### config.mk
export PLATFORM = sky130hd
export DESIGN_NAME = digits_collect
export DESIGN_NICKNAME = d
export VERILOG_FILES = /design/src/rtl/digits_collect.sv
export SDC_FILE = /design/constraint.sdc
export NUM_CORES = 1
export LEC_CHECK = 0
export CAP_MARGIN = 20
export CORE_ASPECT_RATIO = 0.6
export CORE_UTILIZATION = 50
export DETAILED_ROUTE_END_ITERATION = 8
export DONT_BUFFER_PORTS = 1
export SLEW_MARGIN = 0
export SYNTH_ARGS = -nofsm -noshare
export SYNTH_HDL_FRONTEND = slang
export SYNTH_SLANG_ARGS = --single-unit
### constraint.sdc
create_clock -name clk -period 4.48 [get_ports clk]
set_clock_uncertainty 0.05 [all_clocks]
set_input_delay 0.896 -clock clk [delete_from_list [all_inputs] [get_ports clk]]
set_output_delay 0.896 -clock clk [all_outputs]
set_load 0.05 [all_outputs]
### src/rtl/digits_collect.sv
// Decimal keypad entry: BCD digits in, MSD first, binary value out on commit.
// Optional backspace (divide-by-10 path) enabled with DIGITS_BACKSPACE_EN.
module digits_collect #(
  parameter int NUM = 4,
  parameter int W   = 10
) (
  input  logic                       clk,
  input  logic                       rst_n,
  input  logic                       digit_valid,
  input  logic [3:0]                 digit,
  input  logic                       commit,
  input  logic                       clear,
  input  logic                       backspace,
  output logic [W-1:0]               acc,
  output logic [$clog2(NUM+1)-1:0]   count,
  output logic [W-1:0]               result,
  output logic                       result_valid,
  output logic                       err
);

  localparam int CW = $clog2(NUM+1);

  typedef enum logic [1:0] {
    IDLE,
    ENTRY,
    DONE
  } state_t;

  state_t state;

  logic [W+3:0] acc_x;
  logic [W+3:0] prod;
  logic         dig_bad;

  // Four extra bits hold acc*10+digit without wrap, so overflow is exact.
  assign acc_x   = {4'b0000, acc};
  assign prod    = acc_x * (W+4)'(10) + (W+4)'(digit);
  assign dig_bad = (digit > 4'd9)
                 | (count == CW'(NUM))
                 | (|prod[W+3:W]);

`ifdef DIGITS_BACKSPACE_EN
  logic [W-1:0] acc_div;
  assign acc_div = acc / W'(10);
`else
  logic unused_bs;
  assign unused_bs = backspace;
`endif

  always_ff @(posedge clk) begin
    if (!rst_n) begin
      state        <= IDLE;
      acc          <= '0;
      count        <= '0;
      result       <= '0;
      result_valid <= 1'b0;
      err          <= 1'b0;
    end else begin
      result_valid <= 1'b0;
      err          <= 1'b0;
      priority case (1'b1)
        clear: begin
          acc   <= '0;
          count <= '0;
          state <= IDLE;
        end
        commit: begin
          if (state == ENTRY) begin
            result       <= acc;
            result_valid <= 1'b1;
            acc          <= '0;
            count        <= '0;
            state        <= DONE;
          end else begin
            err <= 1'b1;
          end
        end
`ifdef DIGITS_BACKSPACE_EN
        backspace: begin
          if (state == ENTRY) begin
            acc   <= acc_div;
            count <= count - CW'(1);
            if (count == CW'(1))
              state <= IDLE;
          end else begin
            err <= 1'b1;
          end
        end
`endif
        // acc is zero outside ENTRY, so prod is just the new digit there.
        digit_valid: begin
          if (dig_bad) begin
            err <= 1'b1;
          end else begin
            acc   <= prod[W-1:0];
            count <= count + CW'(1);
            state <= ENTRY;
          end
        end
        default: ;
      endcase
    end
  end

endmodule

## Yosys cells after proc, flatten, opt, wreduce, memory -nomap -nowiden

Index checks and enable logic that the tools add are counted.

- Add/sub/neg operators: 2
- Multiply operators: 1
- Order comparisons: 1
- Equality and inequality tests: 4
- Muxes and demuxes: 17
- Bitwise operators: 5
- Reductions and logical operators: 6

Operators by type and width:

| operator | number |
|---|---|
| 2-to-1 mux 10 bit | 4 |
| adder 14 x 4 -> 14 bit | 1 |
| multiplier 10 x 3 -> 13 bit, second input constant | 1 |
| 2-to-1 mux 3 bit | 4 |
| 2-to-1 mux 2 bit | 4 |
| AND reduction 3 bit | 2 |
| 2-to-1 mux 1 bit | 5 |
| > comparator 4 bit, second input constant | 1 |
| OR reduction 4 bit | 1 |
| adder 3 x 1 -> 3 bit, second input constant | 1 |
| == test 3 bit, second input constant | 1 |
| NOT 1 bit | 3 |
| OR reduction 3 bit | 1 |
| == test 2 x 1 -> 1 bit, second input constant | 1 |
| != test 2 x 1 -> 1 bit, second input constant | 1 |
| != test 2 bit, second input constant | 1 |
| OR 1 bit | 2 |
| nonzero test 2 bit | 1 |
| OR reduction 2 bit | 1 |

- Bits in registers: 27
- Input bits: 10
- Output and inout bits: 25
- Logic and storage cells: 42

## Logic depth before layout (Yosys ltp)

Gate-level depths: netlist of the first run.

- Depth in word-level cells: 7
- Mapped depth: 13
- Gate-level depth less buffers: 11

## Least setup slack after synthesis of the first run

Ideal clock, no wire load.

- Path kind: register to register
- Start point: register acc[1]
- End point: register acc[3]
- Arrival time: 3.449 ns
- Required time: 4.358 ns
- Slack: 0.909 ns
- Stages on the path, launching flop included: 14
- Buffers on the path: 2
- Period minus slack after synthesis: 3.571 ns
- Cells stage by stage: dfxtp_1 > ha_1 > ha_1 > fa_1 > o211a_1 > o21a_1 > nor4b_4 > nand4_1 > nand4b_1 > o21ai_2 > and4_4 > buf_6 > buf_12 > mux2i_1

- Cells in the longest elaborated chain, start to end: 6

RTL lines:

| what | line | text |
|---|---|---|
| start, declared | 14 | `output logic [W-1:0] acc,` |
| start signal, assigned | 95 | `acc <= prod[W-1:0];` |
| multiplier 10 x 3 -> 13 bit * | 37 | `assign prod = acc_x * (W+4)'(10) + (W+4)'(digit);` |
| adder 14 x 4 -> 14 bit * | 37 |  |
| OR reduction 4 bit | 40 | `\| (\|prod[W+3:W]);` |
| OR 1 bit | 40 |  |
| != test 2 bit (no source line) | -- |  |
| AND reduction 3 bit (no source line) | -- |  |

Mark *: on every way between the ends. The rest lies on a longest branch, timed or not. The select of a mux whose other input is x is not followed.
A chain may end at the register's enable or synchronous reset.

## Worst setup path after layout of the first run

- Start point: register acc[2]
- End point: register count[0]

- Cells in the longest elaborated chain, start to end: 6

RTL lines:

| what | line | text |
|---|---|---|
| multiplier 10 x 3 -> 13 bit | 37 |  |
| adder 14 x 4 -> 14 bit | 37 |  |
| OR reduction 4 bit | 40 |  |
| OR 1 bit | 40 |  |
| != test 2 bit (no source line) | -- |  |
| AND reduction 3 bit (no source line) | -- |  |
| end signal, assigned | 96 | `count <= count + CW'(1);` |
| end, declared | 15 | `output logic [$clog2(NUM+1)-1:0] count,` |

Every way passes these cells.

==> results.md, run 1 <==
- PostCTS Resize Cnt: 0
- CP max stage cell: dfxtp_1
- Initial antenna violation count: 0
- Final instance area: 0.001997 mm2
- Tot GR Track Use: 22.80%
- CTS tree: yes
- Largest net degree at the start of global routing: 15
- Grt ovf: 0
- Max Root-Sink Buffers: 2
- Die height: 49.70 um
- Slew @ Worst Pin: 0.9153 ns
- Vias in the first global route: 1,522
- Drt wl/cell: 16.16 um
- Synth warnings: 0
- Crit path launch type: flip-flop
- #FFs+latches synth: 27
- I/O pins: 35
- Initial Utilization: 55.37%
- Initial DRC count: 60
- Core area: 0.003423 mm2
- Unrepaired setup endpoints after global routing: no
- Tmin final: 3.823 ns
- Worst path bufs/invs: 0
- Cts bufs inserted: 3
- Die span in x: 81.49 um
- Cts hold-fix bufs: 0
- DIE AREA: 0.004050 mm2
- Ys flop type: dfxtp_1
- Cell family with most CP delay: simple AND/OR/NAND/NOR gates
- Leakage power: 0.8728 nW
- Synth area leaders: dfxtp_1, ha_1, nand2_1, mux2i_1, a21boi_0
- Sinks on Clock Net: 27
- Synth top area share: 28.51%
- HPWL after detailed placement: 3413 um
- H-tree levels: 1
- Critical-path cell list: ha_1 > fa_1 > o211a_1 > o21a_1 > nor4b_4 > nand4_1 > nand4b_1 > o21ai_2 > and4_4 > mux2i_1
- Largest stage delay on the critical path: 0.75 ns
- Crit Path Max Fanout: 14
- Fin. max-slew vios: 0
- Clock root cell: clkbuf_8
- Setup TNS: 0 ns
- Setup violations, final: 0
- Routed via count: 1,546
- Slew headroom: 38.85%
- Post-synth top area cell: dfxtp_1
- Number of diodes: 0
- Crit end category: flip-flop
- Worst min-delay path class: reg2reg
- Gpl congestion: 0.8214
- VDD IR max: 0.0001124 V
- Post-route clock period utilization: 85.33%
- Clock transition at path regs: 0.09 ns
- Total of max-cap violations: 0
- Nets: 249
- Max Freq: 0.2616 GHz
- Overall power: 415.7 uW
- Status: completed
- Synth Instances: 210
- Post-synthesis cell type count: 48
- Routed vias/inst: 5.946
- Async SR Flop Fraction: 0%
- Layout area overhead: 5.347%
- Final hold violations: 0
- Worst-skew pair later-pin latency: 0.27 ns
- Post-synth EDFFs: 0
- Cell Area, Synth: 0.001896 mm2
- PwrDens: 208.2 mW/mm2
- Placed instance area: 0.001944 mm2
- Data required time of the worst path: 4.63 ns
- Seq/Total Area, Yosys: 28.51%
- Most frequent cells in the layout: nand2_1, dfxtp_1, ha_1
- Worst EP arrival: 3.97 ns
- IO buf count: 0
- Final core occ: 58.33%
- Share of layout cells above drive strength 1: 9.767%
- Synth Net Count: 243
- Commonest non-fill, non-tap cell in the layout: nand2_1
- Routed wire length: 4202 um
- Std cell rows: 16
- Syn_area_per_cell: 9.027 um2
- First-pass GRT wire length: 7044 um
- # Post-CTS Setup Buffers: 0
- Crit Path Class: reg2reg
- DR pass1 iterations: 6
- DRC: 0
- Post-DRT Antenna Nets: 0
## layout make-up
| type | count | area, um2 |
|---|---|---|
| clock buffer | 4 | 45.04 |
| fill | 298 | 1426 |
| inverter | 6 | 22.52 |
| multi-input combinational | 171 | 1280 |
| sequential | 27 | 540.5 |
| tap | 45 | 56.30 |
| timing repair buffer | 7 | 52.55 |
## cells in the mapped netlist, types with 2 or more instances
cell,instances
o211ai_1,4
fa_1,2
mux2i_1,12
nand3_1,3
o21ai_0,5
o22ai_1,2
nor2_1,4
and3_2,3
o21a_1,3
o2111ai_1,2
nand2_1,47
a211oi_1,2
nand4_1,2
nand2b_1,2
dfxtp_1,27
a21boi_0,11
a21o_1,3
a21oi_1,7
inv_1,6
ha_1,21
clkbuf_1,3
xor2_1,4
a31oi_1,2
xnor2_1,8
o211a_1,2
## per-layer routing
layer | global-route usage, % | routed length, um | vias up
li1 | - | - | 761
met1 | 31.12 | 2070 | 737
met2 | 36.39 | 1842 | 43
met3 | 6.111 | 269 | 5
met4 | 3.274 | 19 | 0
met5 | 0 | 0 | -
## kinds of logic (layout without fill, tap and decap cells)
logic type | after synthesis | after routing | share of synthesized area, %
AOI/OAI and AO/OA | 49 | 49 | 18.15
xor gates and xnor gates | 13 | 13 | 6.403
adders and majority gates | 23 | 23 | 15.97
buffers and inverters | 12 | 17 | 3.960
DFF | 27 | 27 | 28.51
muxes | 12 | 12 | 6.337
and+or+nand+nor | 74 | 74 | 20.66
## sequential cells by signal (all words and copies together) (netlist names)
signal / count
acc: 10
result: 10
count: 3
state: 2
err: 1
result_valid: 1
## power breakdown
group          switching, mW  total [mW]  internal [mW]  leakage, nW
combinational         0.0182      0.0303         0.0120        0.632
clock                 0.0744       0.138         0.0638       0.0228
sequential           0.00558       0.247          0.242        0.218
total                 0.0983       0.416          0.317        0.873
## worst reg2reg max path: cells and delay by family, from the launching register on
kind	cells	cell delay, ns
multiplexers	1	0.25
adder cells (fa/ha/maj)	2	1.04
AND/OR/NAND/NOR	4	1.22
flip-flops	1	0.75
AO/OA/AOI/OAI	3	0.45
## final timing paths
kind | startpoint | end | slack [ns] | depth (start not counted)
setup / recovery | acc[2] | count[0] | 0.66 | 10
hold / removal | state[1] | state[1] | 0.44 | 2
setup reg to reg | acc[2] | count[0] | 0.66 | 10
hold reg to reg | state[1] | state[1] | 0.44 | 2
## metrics by stage
step           hold slack (ns)  cells  worst slack [ns]
2_1_floorplan           0.3970    210            0.9093
3_3_place_gp            0.4089    255            0.8310
3_5_place_dp            0.4277    255            0.6746
4_1_cts                 0.4396    259            0.6403
5_1_grt                 0.4660    260            0.4742
6_report                0.4358    260            0.6574
Power figures use the tool's default switching activity.
==> run 2, diff against run 1 <==
ABC_AREA = 1   (was default)
==> results.md, run 2 <==
- Leakage power: 1.007 nW (+15%)
- Filler cells: 383 (+29%)
- Final hold violations: 0 (unchanged)
- Worst min-delay path class: reg2reg
- VDD IR max: 0.0001580 V (+41%)
- Die height: 50.83 um (+2.3%)
- DR pass1 iterations: 4 (-2)
- Ys flop type: dfxtp_1
- Initial Utilization: 53.07% (-2.3 points)
- Post-Synth Adder-Cell Area: 15.24% (-0.73 points)
- Routed via count: 1,803 (+17%)
- Data required time of the worst path: 4.63 ns (about the same)
- Fin. max-slew vios: 0 (unchanged)
- Post-synth top cells: nand2_1, nand3_1, nor2_1
- PostCTS Resize Cnt: 0 (unchanged)
- Tot GR Track Use: 23.30% (+0.50 points)
- First-pass GRT wire length: 7748 um (+10%)
- Die span in x: 83.38 um (+2.3%)
- Max Freq: 0.2842 GHz (+8.6%)
- Cts bufs inserted: 3 (unchanged)
- Post-synth top area cell: dfxtp_1
- H-tree levels: 1 (unchanged)
- FF-to-FF path depth: 18 (+8)
- Tmin final: 3.519 ns (-0.3038 ns)
- Hold Crit Start: state[1]
- Cts hold-fix bufs: 0 (unchanged)
- Crit Path Max Fanout: 16 (+2)
- #FFs+latches synth: 27 (unchanged)
- GR Util met1: 35.91% (+4.8 points)
- CP max stage cell: dfxtp_1
- Most frequent cells in the layout: nand2_1, nand3_1, nor2_1
- Post-synth EDFFs: 0 (unchanged)
- Clock transition at path regs: 0.09 ns (about the same)
- DRC: 0 (unchanged)
- Worst r2r dst: acc[6]
- Async SR Flop Fraction: 0% (unchanged)
- Status: completed
- CTS tree: yes
- Core area: 0.003744 mm2 (+9.4%)
- R2R Setup Slk: 0.96 ns (+0.30 ns)
- Largest net degree at the start of global routing: 17 (+2)
- Commonest non-fill, non-tap cell in the layout: nand2_1
- Setup violations, final: 0 (unchanged)
- Overall power: 420.7 uW (+1.2%)
- Synth warnings: 0 (unchanged)
- Synth top area share: 27.20% (-1.3 points)
- I/O pins: 35 (unchanged)
- Initial antenna violation count: 0 (unchanged)
- Crit Path Class: reg2reg
- Worst R2R Start: acc[2]
- Seq/Total Area, Yosys: 27.20% (-1.3 points)
- Regs by FF count: acc: 10 flops, result: 10 flops, count: 3 flops
- Clock root cell: clkbuf_8
- Gpl congestion: 0.7842 (-4.5%)
- Unrepaired setup endpoints after global routing: no
- Post-synthesis cell type count: 29 (-40%)
- Post-DRT Antenna Nets: 0 (unchanged)
- Gr busiest metal: met1
- Routed wire length: 4513 um (+7.4%)
- Grt ovf: 0 (unchanged)
- Vias in the first global route: 1,628 (+7.0%)
- Slew headroom: 46.20% (+7.4 points)
- PwrDens: 202.3 mW/mm2 (-2.8%)
- Share of layout cells above drive strength 1: 8.276% (-1.5 points)
- Cell Area, Synth: 0.001987 mm2 (+4.8%)
- Worst-skew pair later-pin latency: 0.27 ns (about the same)
- Largest family of logic cells by synthesized area: simple AND/OR/NAND/NOR gates
- Hold path endpoint: state[1]
- IO buf count: 0 (unchanged)
- Synth Instances: 289 (+38%)
- Met3 usage: 6.300% (+0.19 points)
- Std cell rows: 17 (+1)
- Met2 usage: 33.20% (-3.2 points)
- Routed vias/inst: 5.350 (-10%)
- # Post-CTS Setup Buffers: 0 (unchanged)
- Simple-gate share of the synthesized area: 37.28% (+17 points)
- Total of max-cap violations: 0 (unchanged)
- Synth Area in XOR/XNOR: 3.086% (-3.3 points)
- Initial DRC count: 82 (+37%)
- Mux contribution to synthesized area: 0% (-6.3 points)
- Critical-path cell list: ha_1 > fa_1 > nand2_1 > nor2_1 > nand2_1 > nand2_1 > nand2_2 > nor2_4 > inv_2 > nor2_4 > nand2_1 > nand2_1 > nand2_2 > nor2_4 > nand3_4 > nand2_2 > nand2_1 > a21oi_1
- Synth Area in Compound Gates: 9.635% (-8.5 points)
- Nets: 324 (+30%)
- Layout area overhead: 4.660%
- Hold Path Stages: 1 (-1)
- Fin Hold WS: 0.4439 ns (+0.008069 ns)
- Slew @ Worst Pin: 0.8040 ns (-0.1113 ns)
- Largest stage delay on the critical path: 0.75 ns (about the same)
- Synth Net Count: 322 (+33%)
- Crit end category: flip-flop
- Number of diodes: 0 (unchanged)
- DIE AREA: 0.004238 mm2 (+4.7%)
- Drt wl/cell: 13.39 um (-17%)
- HPWL after detailed placement: 3684 um (+7.9%)
- Synth area leaders: dfxtp_1, ha_1, nand3_1, nand2_1, nor2_1
- Top-count cell post-synth: nand2_1
- Max Root-Sink Buffers: 2 (unchanged)
- Setup TNS: 0 ns (unchanged)
- Top cell by count, worst path: nand2_1
- Sinks on Clock Net: 27 (unchanged)
- Worst EP arrival: 3.67 ns (-0.30 ns)
- Post-route clock period utilization: 78.54% (-6.8 points)
- Crit path launch type: flip-flop
- Syn_area_per_cell: 6.875 um2 (-24%)
[run 2: power breakdown]
part | leakage [nW] | internal (mW) | total, mW | switching [mW]
logic | 0.766 | 0.0105 | 0.0330 | 0.0225
registers | 0.218 | 0.243 | 0.253 | 0.0101
clock network | 0.0228 | 0.0636 | 0.135 | 0.0713
total | 1.01 | 0.317 | 0.421 | 0.104
[run 2: routing by layer]
metal	wire length, um	share of wire (%)
met4	4	0.089
met5	0	0
met1	2617	58
met3	247	5.5
met2	1643	36
[run 2: final cells by class]
| type | instances | area, um2 | area share [%] |
|---|---|---|---|
| multi-input combinational | 226 | 1296 | 62.33 |
| clock buffer | 4 | 45.04 | 2.166 |
| sequential | 27 | 540.5 | 25.99 |
| timing repair buffer | 4 | 30.03 | 1.444 |
| inverter | 29 | 108.9 | 5.235 |
| tap | 47 | 58.81 | 2.828 |
[run 2: metrics by stage]
stage,instances,instance area (um2),util [%],worst slack (ns)
floorplan,289,1987,-,1.218
global placement,333,2034,54.34,1.060
detailed placement,333,2034,54.34,0.9995
CTS,337,2079,55.55,0.9752
global route,337,2079,55.55,0.6407
finish,337,2079,55.55,0.9613
[run 2: cell families (layout without fill, tap and decap cells)]
logic type	count (synthesis)	after routing
AO/OA/AOI/OAI	35	35
XOR/XNOR	7	7
adder cells (fa/ha/maj)	23	23
buffers and inverters	36	37
flip-flops	27	27
AND/OR/NAND/NOR	161	161
[run 2: worst max-delay path by stage]
stage / startpoint / slack (ns) / to
4_1_cts: acc[2] / 0.98 / acc[6]
3_3_place_gp: acc[2] / 1.06 / acc[6]
3_5_place_dp: acc[2] / 1.0 / acc[6]
6_report: acc[2] / 0.96 / acc[6]
2_1_floorplan: acc[1] / 1.22 / state[1]
5_1_grt: acc[2] / 0.64 / acc[6]
[run 2: worst max-delay path: cells and delay by family (launching register included)]
family | cells | cell delay [ns]
flip-flops | 1 | 0.75
adder cells (fa/ha/maj) | 2 | 1.00
buffers and inverters | 1 | 0.06
AND/OR/NAND/NOR | 14 | 1.47
AO/OA/AOI/OAI | 1 | 0.12
